### src/rtl/reorder_buffer_pkg.sv
// rtl/reorder_buffer_pkg.sv - shared constants and entry types for the reorder buffer
package reorder_buffer_pkg;

    localparam int RETIRE_WIDTH = 2;
    localparam int NUM_AREGS    = 32;
    localparam int AW           = $clog2(NUM_AREGS);
    localparam int NUM_WB       = 2;
    localparam int ROB_DEPTH    = 16;
    localparam int ROB_TAG_W    = $clog2(ROB_DEPTH);

    typedef logic [ROB_TAG_W-1:0] rob_tag_t;
    // Pointer carries one extra wrap bit so full and empty are distinguishable.
    typedef logic [ROB_TAG_W:0]   rob_ptr_t;
    typedef logic [AW-1:0]        areg_t;

    typedef struct packed {
        logic        valid;
        logic        done;
        logic        has_dst;
        areg_t       dst_index;
        logic [31:0] val;
    } rob_entry_t;

endpackage

### src/rtl/reorder_buffer_if.sv
// rtl/reorder_buffer_if.sv - dispatch, writeback, flush and retire signals of the reorder buffer
interface reorder_buffer_if;
    import reorder_buffer_pkg::*;

    logic                                disp_valid;
    logic                                disp_ready;
    logic                                disp_has_dst;
    areg_t                               disp_dst_index;
    rob_tag_t                            disp_tag;
    logic [NUM_WB-1:0]                   wb_valid;
    logic [NUM_WB-1:0][ROB_TAG_W-1:0]    wb_tag;
    logic [NUM_WB-1:0][31:0]             wb_val;
    logic                                flush;
    logic [RETIRE_WIDTH-1:0]             rob_valid;
    logic [RETIRE_WIDTH-1:0][AW-1:0]     rob_dst_index;
    logic [RETIRE_WIDTH-1:0][31:0]       rob_dst_val;
    rob_ptr_t                            rob_count;

    modport master (
        output disp_valid, disp_has_dst, disp_dst_index, wb_valid, wb_tag, wb_val, flush,
        input  disp_ready, disp_tag, rob_valid, rob_dst_index, rob_dst_val, rob_count
    );

    modport slave (
        input  disp_valid, disp_has_dst, disp_dst_index, wb_valid, wb_tag, wb_val, flush,
        output disp_ready, disp_tag, rob_valid, rob_dst_index, rob_dst_val, rob_count
    );

endinterface

### src/rtl/rob_retire_select.sv
// rtl/rob_retire_select.sv - head-window scan producing the in-order retire mask and count
module rob_retire_select
    import reorder_buffer_pkg::*;
(
    input  logic [RETIRE_WIDTH-1:0]                 win_valid,
    input  logic [RETIRE_WIDTH-1:0]                 win_done,
    output logic [RETIRE_WIDTH-1:0]                 retire,
    output logic [$clog2(RETIRE_WIDTH+1)-1:0]       n_retire
);
    localparam int NW = $clog2(RETIRE_WIDTH + 1);

    logic chain;

    // A lane may only retire when every older lane in the window retires too.
    always_comb begin
        retire   = '0;
        n_retire = '0;
        chain    = 1'b1;
        for (int i = 0; i < RETIRE_WIDTH; i++) begin
            chain     = chain & win_valid[i] & win_done[i];
            retire[i] = chain;
            if (chain) begin
                n_retire = n_retire + NW'(1);
            end
        end
    end

endmodule

### src/rtl/reorder_buffer.sv
// rtl/reorder_buffer.sv - in-order retirement buffer feeding the architectural register file
module reorder_buffer
    import reorder_buffer_pkg::*;
(
    input  logic            clk,
    input  logic            rst,
    reorder_buffer_if.slave rob_if
);
    localparam int NW = $clog2(RETIRE_WIDTH + 1);

    rob_entry_t              entries [ROB_DEPTH];
    rob_ptr_t                head_ptr;
    rob_ptr_t                tail_ptr;
    rob_tag_t                tail_idx;
    logic                    full;
    logic                    handshake;
    rob_tag_t                lane_idx [RETIRE_WIDTH];
    logic [RETIRE_WIDTH-1:0] win_valid;
    logic [RETIRE_WIDTH-1:0] win_done;
    logic [RETIRE_WIDTH-1:0] retire;
    logic [NW-1:0]           n_retire;

    assign tail_idx          = tail_ptr[ROB_TAG_W-1:0];
    assign full              = (tail_ptr[ROB_TAG_W-1:0] == head_ptr[ROB_TAG_W-1:0]) &&
                               (tail_ptr[ROB_TAG_W] != head_ptr[ROB_TAG_W]);
    assign rob_if.disp_ready = !full && !rst;
    assign rob_if.disp_tag   = tail_idx;
    assign rob_if.rob_count  = tail_ptr - head_ptr;
    assign handshake         = rob_if.disp_valid && rob_if.disp_ready;

    // Window entries past the tail are never valid, so no count gating is needed.
    always_comb begin
        for (int i = 0; i < RETIRE_WIDTH; i++) begin
            lane_idx[i]  = head_ptr[ROB_TAG_W-1:0] + rob_tag_t'(i);
            win_valid[i] = entries[lane_idx[i]].valid;
            win_done[i]  = entries[lane_idx[i]].done;
        end
    end

    rob_retire_select u_select (
        .win_valid (win_valid),
        .win_done  (win_done),
        .retire    (retire),
        .n_retire  (n_retire)
    );

    always_ff @(posedge clk) begin
        if (rst) begin
            for (int i = 0; i < ROB_DEPTH; i++) begin
                entries[i].valid <= 1'b0;
                entries[i].done  <= 1'b0;
            end
            head_ptr             <= '0;
            tail_ptr             <= '0;
            rob_if.rob_valid     <= '0;
            rob_if.rob_dst_index <= '0;
            rob_if.rob_dst_val   <= '0;
        end else if (rob_if.flush) begin
            for (int i = 0; i < ROB_DEPTH; i++) begin
                entries[i].valid <= 1'b0;
            end
            head_ptr         <= '0;
            tail_ptr         <= '0;
            rob_if.rob_valid <= '0;
        end else begin
            for (int i = 0; i < RETIRE_WIDTH; i++) begin
                rob_if.rob_valid[i] <= retire[i] && entries[lane_idx[i]].has_dst &&
                                       (entries[lane_idx[i]].dst_index != '0);
                if (retire[i]) begin
                    entries[lane_idx[i]].valid <= 1'b0;
                    if (entries[lane_idx[i]].has_dst && (entries[lane_idx[i]].dst_index != '0)) begin
                        rob_if.rob_dst_index[i] <= entries[lane_idx[i]].dst_index;
                        rob_if.rob_dst_val[i]   <= entries[lane_idx[i]].val;
                    end
                end
            end
            if (handshake) begin
                entries[tail_idx].valid     <= 1'b1;
                entries[tail_idx].done      <= 1'b0;
                entries[tail_idx].has_dst   <= rob_if.disp_has_dst;
                entries[tail_idx].dst_index <= rob_if.disp_dst_index;
            end
            // Later lanes are written last, so the highest lane wins a tag collision.
            for (int w = 0; w < NUM_WB; w++) begin
                if (rob_if.wb_valid[w] && entries[rob_if.wb_tag[w]].valid) begin
                    entries[rob_if.wb_tag[w]].done <= 1'b1;
                    entries[rob_if.wb_tag[w]].val  <= rob_if.wb_val[w];
                end
            end
            head_ptr <= head_ptr + rob_ptr_t'(n_retire);
            tail_ptr <= tail_ptr + rob_ptr_t'(handshake);
        end
    end

endmodule

### src/flat_wrapper.sv
// flat-port wrapper written by rule: the top's interface ports become plain ports
module reorder_buffer_flat import reorder_buffer_pkg::*;
  (clk, rst, rob_if_disp_valid, rob_if_disp_has_dst, rob_if_disp_dst_index, rob_if_wb_valid, rob_if_wb_tag, rob_if_wb_val, rob_if_flush, rob_if_disp_ready, rob_if_disp_tag, rob_if_rob_valid, rob_if_rob_dst_index, rob_if_rob_dst_val, rob_if_rob_count);
  reorder_buffer_if rob_if_i ();
  input  logic clk;
  input  logic rst;
  input wire logic [$bits(rob_if_i.disp_valid)-1:0] rob_if_disp_valid;
  input wire logic [$bits(rob_if_i.disp_has_dst)-1:0] rob_if_disp_has_dst;
  input wire logic [$bits(rob_if_i.disp_dst_index)-1:0] rob_if_disp_dst_index;
  input wire logic [$bits(rob_if_i.wb_valid)-1:0] rob_if_wb_valid;
  input wire logic [$bits(rob_if_i.wb_tag)-1:0] rob_if_wb_tag;
  input wire logic [$bits(rob_if_i.wb_val)-1:0] rob_if_wb_val;
  input wire logic [$bits(rob_if_i.flush)-1:0] rob_if_flush;
  output wire logic [$bits(rob_if_i.disp_ready)-1:0] rob_if_disp_ready;
  output wire logic [$bits(rob_if_i.disp_tag)-1:0] rob_if_disp_tag;
  output wire logic [$bits(rob_if_i.rob_valid)-1:0] rob_if_rob_valid;
  output wire logic [$bits(rob_if_i.rob_dst_index)-1:0] rob_if_rob_dst_index;
  output wire logic [$bits(rob_if_i.rob_dst_val)-1:0] rob_if_rob_dst_val;
  output wire logic [$bits(rob_if_i.rob_count)-1:0] rob_if_rob_count;
  assign rob_if_i.disp_valid = rob_if_disp_valid;
  assign rob_if_i.disp_has_dst = rob_if_disp_has_dst;
  assign rob_if_i.disp_dst_index = rob_if_disp_dst_index;
  assign rob_if_i.wb_valid = rob_if_wb_valid;
  assign rob_if_i.wb_tag = rob_if_wb_tag;
  assign rob_if_i.wb_val = rob_if_wb_val;
  assign rob_if_i.flush = rob_if_flush;
  assign rob_if_disp_ready = rob_if_i.disp_ready;
  assign rob_if_disp_tag = rob_if_i.disp_tag;
  assign rob_if_rob_valid = rob_if_i.rob_valid;
  assign rob_if_rob_dst_index = rob_if_i.rob_dst_index;
  assign rob_if_rob_dst_val = rob_if_i.rob_dst_val;
  assign rob_if_rob_count = rob_if_i.rob_count;
  reorder_buffer u_core (.clk(clk), .rst(rst), .rob_if(rob_if_i));
endmodule
### config.mk
export PLATFORM = sky130hd
export DESIGN_NAME = reorder_buffer_flat
export DESIGN_NICKNAME = d
export VERILOG_FILES = /design/src/rtl/reorder_buffer_pkg.sv /design/src/rtl/reorder_buffer_if.sv /design/src/rtl/rob_retire_select.sv /design/src/rtl/reorder_buffer.sv /design/src/flat_wrapper.sv
export SDC_FILE = /design/constraint.sdc
export NUM_CORES = 1
export LEC_CHECK = 0
export CELL_PAD_IN_SITES_DETAIL_PLACEMENT = 1
export CELL_PAD_IN_SITES_GLOBAL_PLACEMENT = 2
export CORE_MARGIN = 4
export CORE_UTILIZATION = 42
export CTS_BUF_LIST = sky130_fd_sc_hd__clkbuf_8
export CTS_CLUSTER_SIZE = 28
export DETAILED_ROUTE_END_ITERATION = 6
export PLACE_DENSITY = 0.77
export SYNTH_ARGS = -nofsm -noshare
export SYNTH_HDL_FRONTEND = slang
export SYNTH_HIERARCHICAL = 1
export SYNTH_SLANG_ARGS = --single-unit
### constraint.sdc
create_clock -name clk -period 5.2 [get_ports clk]
set_clock_uncertainty 0.1 [all_clocks]
set_input_delay 1.04 -clock clk [delete_from_list [all_inputs] [get_ports clk]]
set_output_delay 1.04 -clock clk [all_outputs]
set_load 0.02 [all_outputs]
# [Word level (Yosys, flattened, before mapping)]
# Memories as Yosys holds them, arrays and structs flattened. A register that Yosys moved wholly into a read port is not among the register bits.
# Index checks and enable logic that the tools add are counted.
[word_totals] mem_count=1 input_bits=84 out_inout_bits=86 romBits=0 ff_bits=86 latch_bits=0 mem_bits_rw=640
[memory_table] memory="u_core.entries" words=16 word_bits=40 rd=4 rd_ports_with_merged_regs=1 write_ports=16 line_no="reorder_buffer.sv:11" source="rob_entry_t entries [ROB_DEPTH];"
[classes] order_cmp=0 n_reduce_logical=23 bitwise_logic=20 shift=0 muxes=59 addsub=5 div=0 n_mul=0 n_eq_ne=2
[op_table] cell="$mux 40" n=5
[op_table] cell="$reduce_or 40->1" n=5
[op_table] cell="$mux 1" n=42
[op_table] cell="$mux 4" n=9
[op_table] cell="$or 1x1->1" n=16
[op_table] cell="$logic_and 1x1->1" n=11
[op_table] cell="$reduce_bool 5->1" n=2
[op_table] cell="$mux 3" n=2
[op_table] cell="$reduce_and 3->1" n=2
[op_table] cell="$add 5x1->5" n=1
[op_table] cell="$add 5x2->5" n=1
[op_table] cell="$sub 5x5->5" n=1
[op_table] cell="$add 4x1->4 const B" n=1
[op_table] cell="$eq 4x4->1" n=1
[op_table] cell="$and 1x1->1" n=3
[op_table] cell="$add 2x1->2 const B" n=1
[op_table] cell="$logic_not 1->1" n=2
[op_table] cell="$mux 2" n=1
[op_table] cell="$reduce_or 2->1" n=1
[op_table] cell="$ne 1x1->1" n=1
[op_table] cell="$not 1->1" n=1

# [Logic depth before layout (Yosys ltp)]
[depth] depth_word=11 ltp_mapped=20

# [Hierarchy]
# Netlist, hierarchy kept.
[modules_own_cells] module="reorder_buffer" cells_each=2596 n_inst=1 area_each_um2=39887.0
[modules_own_cells] module="rob_retire_select" cells_each=4 n_inst=1 area_each_um2=36.3

# [Worst setup path after synthesis]
# Ideal clock, no wire load.
[synth_timing] kind="flip-flop to flip-flop" from="reg u_core.head_ptr[1]" to="reg u_core.head_ptr[4]" required_ns=4.980 setup_time_ns=0.120 slack_ns=-0.283 t_arrival_ns=5.263 path_stages_with_launch=21 n_path_buf=8 path_cell_list="dfxtp_1 > buf_6 > buf_2 > clkbuf_1 > clkbuf_1 > inv_1 > ha_1 > buf_2 > buf_2 > buf_2 > clkbuf_1 > mux4_2 > mux4_2 > and4_1 > ha_1 > ha_1 > inv_1 > fa_1 > nor3_1 > xnor2_1 > nor2_1"
[synth_via] elab_chain_cells=6
[synth_lines] element="start: declaration" line_no="reorder_buffer.sv:12" source="rob_ptr_t head_ptr;"
[synth_lines] element="start signal: assignment" line_no="reorder_buffer.sv:90" source="head_ptr <= head_ptr + rob_ptr_t'(n_retire);"
[synth_lines] element="$add 4x1->4" line_no="reorder_buffer.sv:34" source="lane_idx[i] = head_ptr[ROB_TAG_W-1:0] + rob_tag_t'(i);"
[synth_lines] element="$mem_v2 16x40"
[synth_lines] element="named net u_core.win_valid[1]" line_no="reorder_buffer.sv:18" source="logic [RETIRE_WIDTH-1:0] win_valid;"
[synth_lines] element="$and 1x1->1 (2 in a row)" line_no="rob_retire_select.sv:20" source="chain = chain & win_valid[i] & win_done[i];"
[synth_lines] element="named net u_core.u_select.chain" line_no="rob_retire_select.sv:12" source="logic chain;"
[synth_lines] element="$mux 2" line_no="rob_retire_select.sv:22" source="if (chain) begin"
[synth_lines] element="named net u_core.n_retire[0]" line_no="reorder_buffer.sv:21" source="logic [NW-1:0] n_retire;"
[synth_lines] element="$add 5x2->5" line_no="reorder_buffer.sv:90"
# The timed path passes the listed nets, and every way through them passes these cells.
# A chain may end at the register's enable or synchronous reset.

# [Worst setup path in the final report]
[layout_timing] from="reg u_core.head_ptr[0]" to="out rob_if_rob_count[4]"
[layout_via] elab_chain_cells=1
[layout_lines] element="$sub 5x5->5" line_no="reorder_buffer.sv:28" source="assign rob_if.rob_count = tail_ptr - head_ptr;"
[layout_lines] element="end: declaration" line_no="flat_wrapper.sv:19" source="output wire logic [$bits(rob_if_i.rob_count)-1:0] rob_if_rob_count;"
# No other way between the ends.

==> metrics.yaml <==
dr.first_iter.drc_count: 2193
ys_ff_latch: 726
drv_cap: 0
combPwrFrac: 0.038
yosysWarnings: 6
routed_wl_um: 130200
grt_busiest_layer: "met2"
max_freq_ghz: 0.2095
dieHeight_um: 316.3
status: "completed"
synth_area_leader_cell: "edfxtp_1"
setup_violations: 0
start_util: 0.4258
via_per_inst: 6.276
wl_per_cell_um: 31.86
dp_cells: 3848
drive_gt1_frac: 0.4360
switching_share: 0.2249
crit_required_ns: 4.06
netlist_area_um2: 39920
grt_max_degree: 138
synthArstFlopShare: 0
clkPwrFrac: 0.441
die_area_um2: 100100
synth_top_area_share: 0.4573
use_met2: 0.4318
synth_xor_area_frac: 0.003479
critPathSlowestCell: "buf_4"
synth_top_family_by_area: "multiplexers"
synth_edf_count: 608
drcViolationCount: 0
post_cts_buffers: 0
hold_path.class: "flop to flop"
place_ws_ns: 0.7793
p_leak_uw: 0.01473
synth_compound_area_frac: 0.03682
rsz0062_at_grt: "no"
ant_nets: 0
cp_slowest_stage_delay_ns: 0.64
grt_pass1_vias: 27870
max_slew.worst_pin.slew_ns: 0.9775
final_cell_count_no_fill: 4088
grtUsageMet1: 0.3417
syn2layout_area_growth_pct: 14.39
seq_area_frac_synth: 0.5165
cp_data_arrival_time_ns: 3.63
io_buffer_count: 169
syn_inst: 2600
met3_usage: 0.05934
ys_types: 64
cts_tree: "yes"
cp_cell_sequence: "buf_4, ha_1, fa_1, inv_1, a21o_1, a21oi_1, xnor2_1, clkdlybuf4s50_1"
synth_fa_ha_area_frac: 0.006017
fp.dieW_um: 316.3
cts.clk_slew.worst_paths_ns: 0.06
slew_headroom: 0.3444
path_class: "flop to output pin"
dr.pass1.iters: 5
drv_slew: 0
place_congestion: 0.8287
peakVddDrop_mv: 0.2262
htreeDepth: 4
fin_ws_ns: 0.4261
synth_mux_area_frac: 0.3541
dp_hpwl_um: 81360
syn-num-nets: 2702
internal_power_uw: 9364
period_needed_ns: 4.774
synth_most_common_cell: "edfxtp_1"
hold_slack_ns: 0.3791
synth_area_leaders: "edfxtp_1 46%, mux4_2 21%, mux2_2 14%"
overflow: 0
period_share: 0.9181
cts_buffers: 132
num-nets-final: 2830
grt_pass1_wl_um: 191700
p_per_area_nw_per_um2: 264.5
io_pins: 170
vias: 25660
seq_power_share: 0.522
design.core.area_um2: 93750
grt_use_total: 0.2626
synth_simple_gate_area_frac: 0.04898
end_kind: "output pin"
root_buffer: "clkbuf_8"
finalHoldViolCount: 0
ys.flop_type: "edfxtp_1"
antenna_found_initial: 10
synth_common_cells: "608 x edfxtp_1, 513 x mux2_2, 365 x mux4_2"
clk_latency_ns: 0.80
ctsResizeCount: 0
syn_area_per_cell_um2: 15.36
crit_fanout: 42
switching_power_uw: 2717
finalSetupTns_ns: 0
cp-start-kind: "flop"
cts.path.max_buffers: 3
clock-sinks: 726
rows: 112
hold_buffers: 0
layout make-up:
cell class                      count  area [um2]
Multi-Input combinational cell   1568       18110
Tap cell                         1254        1569
Antenna cell                        6       15.01
Fill cell                        8979       48080
Timing Repair Buffer              265        2645
Inverter                           35       132.6
Sequential cell                   726       20630
Clock buffer                      158        2175
Clock inverter                     76       390.4
placed cells by master (no fill, tap or decap), types with 72 or more instances in the layout:
master,n
clkbuf_8,158
buf_4,77
inv_1,72
mux4_2,365
edfxtp_1,608
dfxtp_1,115
mux2_2,513
nand2_1,234
nand3_1,99
clkdlybuf4s50_1,168
cells by family (layout without fill, tap and decap cells):
kind of cell             after synthesis  in the layout
flip-flops                           726            726
AO/OA/AOI/OAI                        201            201
buffers and inverters                306            534
adder cells (fa/ha/maj)               18             18
XOR/XNOR                              15             15
multiplexers                         884            884
other                                  0              6
AND/OR/NAND/NOR                      450            450
state kept, by name (all words and copies together) (netlist names):
name,cells
u_core/head_ptr,5
u_core/tail_ptr,5
u_core/rob_if.rob_dst_index,10
u_core/entries,640
u_core/rob_if.rob_valid,2
u_core/rob_if.rob_dst_val,64
path summary, 6_finish.rpt:
check / from / endpoint / slack [ns] / depth (start not counted)
worst max-delay path: u_core/head_ptr[0]$_SDFF_PP0_ / rob_if_rob_count[4] / 0.43 / 8
worst min-delay path: u_core/rob_if.rob_dst_index[1]$_SDFFE_PP0P_ / u_core/rob_if.rob_dst_index[1]$_SDFFE_PP0P_ / 0.38 / 1
worst max register to register: u_core/head_ptr[1]$_SDFF_PP0_ / u_core/rob_if.rob_dst_val[43]$_SDFFE_PP0P_ / 0.80 / 10
worst min register to register: u_core/rob_if.rob_dst_index[1]$_SDFFE_PP0P_ / u_core/rob_if.rob_dst_index[1]$_SDFFE_PP0P_ / 0.38 / 1
power by group through the flow:
| stage | Clock (uW) | Combinational [uW] | Sequential [uW] |
|---|---|---|---|
| 2_1_floorplan | 0 | 263 | 6420 |
| 3_3_place_gp | 0 | 424 | 6420 |
| 3_5_place_dp | 0 | 450 | 6420 |
| 4_1_cts | 5480 | 454 | 6300 |
| 5_1_grt | 5750 | 494 | 6300 |
| 6_report | 5330 | 455 | 6300 |
critical path, delay by kind of cell (launching register included):
family                   cells  cell delay [ns]
AO/OA/AOI/OAI                2             0.31
flip-flops                   1             0.51
adder cells (fa/ha/maj)      2             0.53
buffers and inverters        3             1.32
XOR/XNOR                     1             0.14
per-layer routing:
| metal | vias to the layer above | share of wire |
|---|---|---|
| li1 | 10680 | - |
| met4 | 2 | 0.036 |
| met3 | 231 | 0.075 |
| met5 | - | 0.000054 |
| met2 | 1068 | 0.49 |
| met1 | 13670 | 0.40 |
through the flow:
step	total power, uW	instance area, um2	util
floorplan	6685	39930	-
global placement	6846	43090	0.4596
detailed placement	6872	43090	0.4596
CTS	12240	45650	0.4870
global route	12540	45660	0.4871
finish	12080	45670	0.4871
Note: power is estimated with default switching activity, not from simulation.
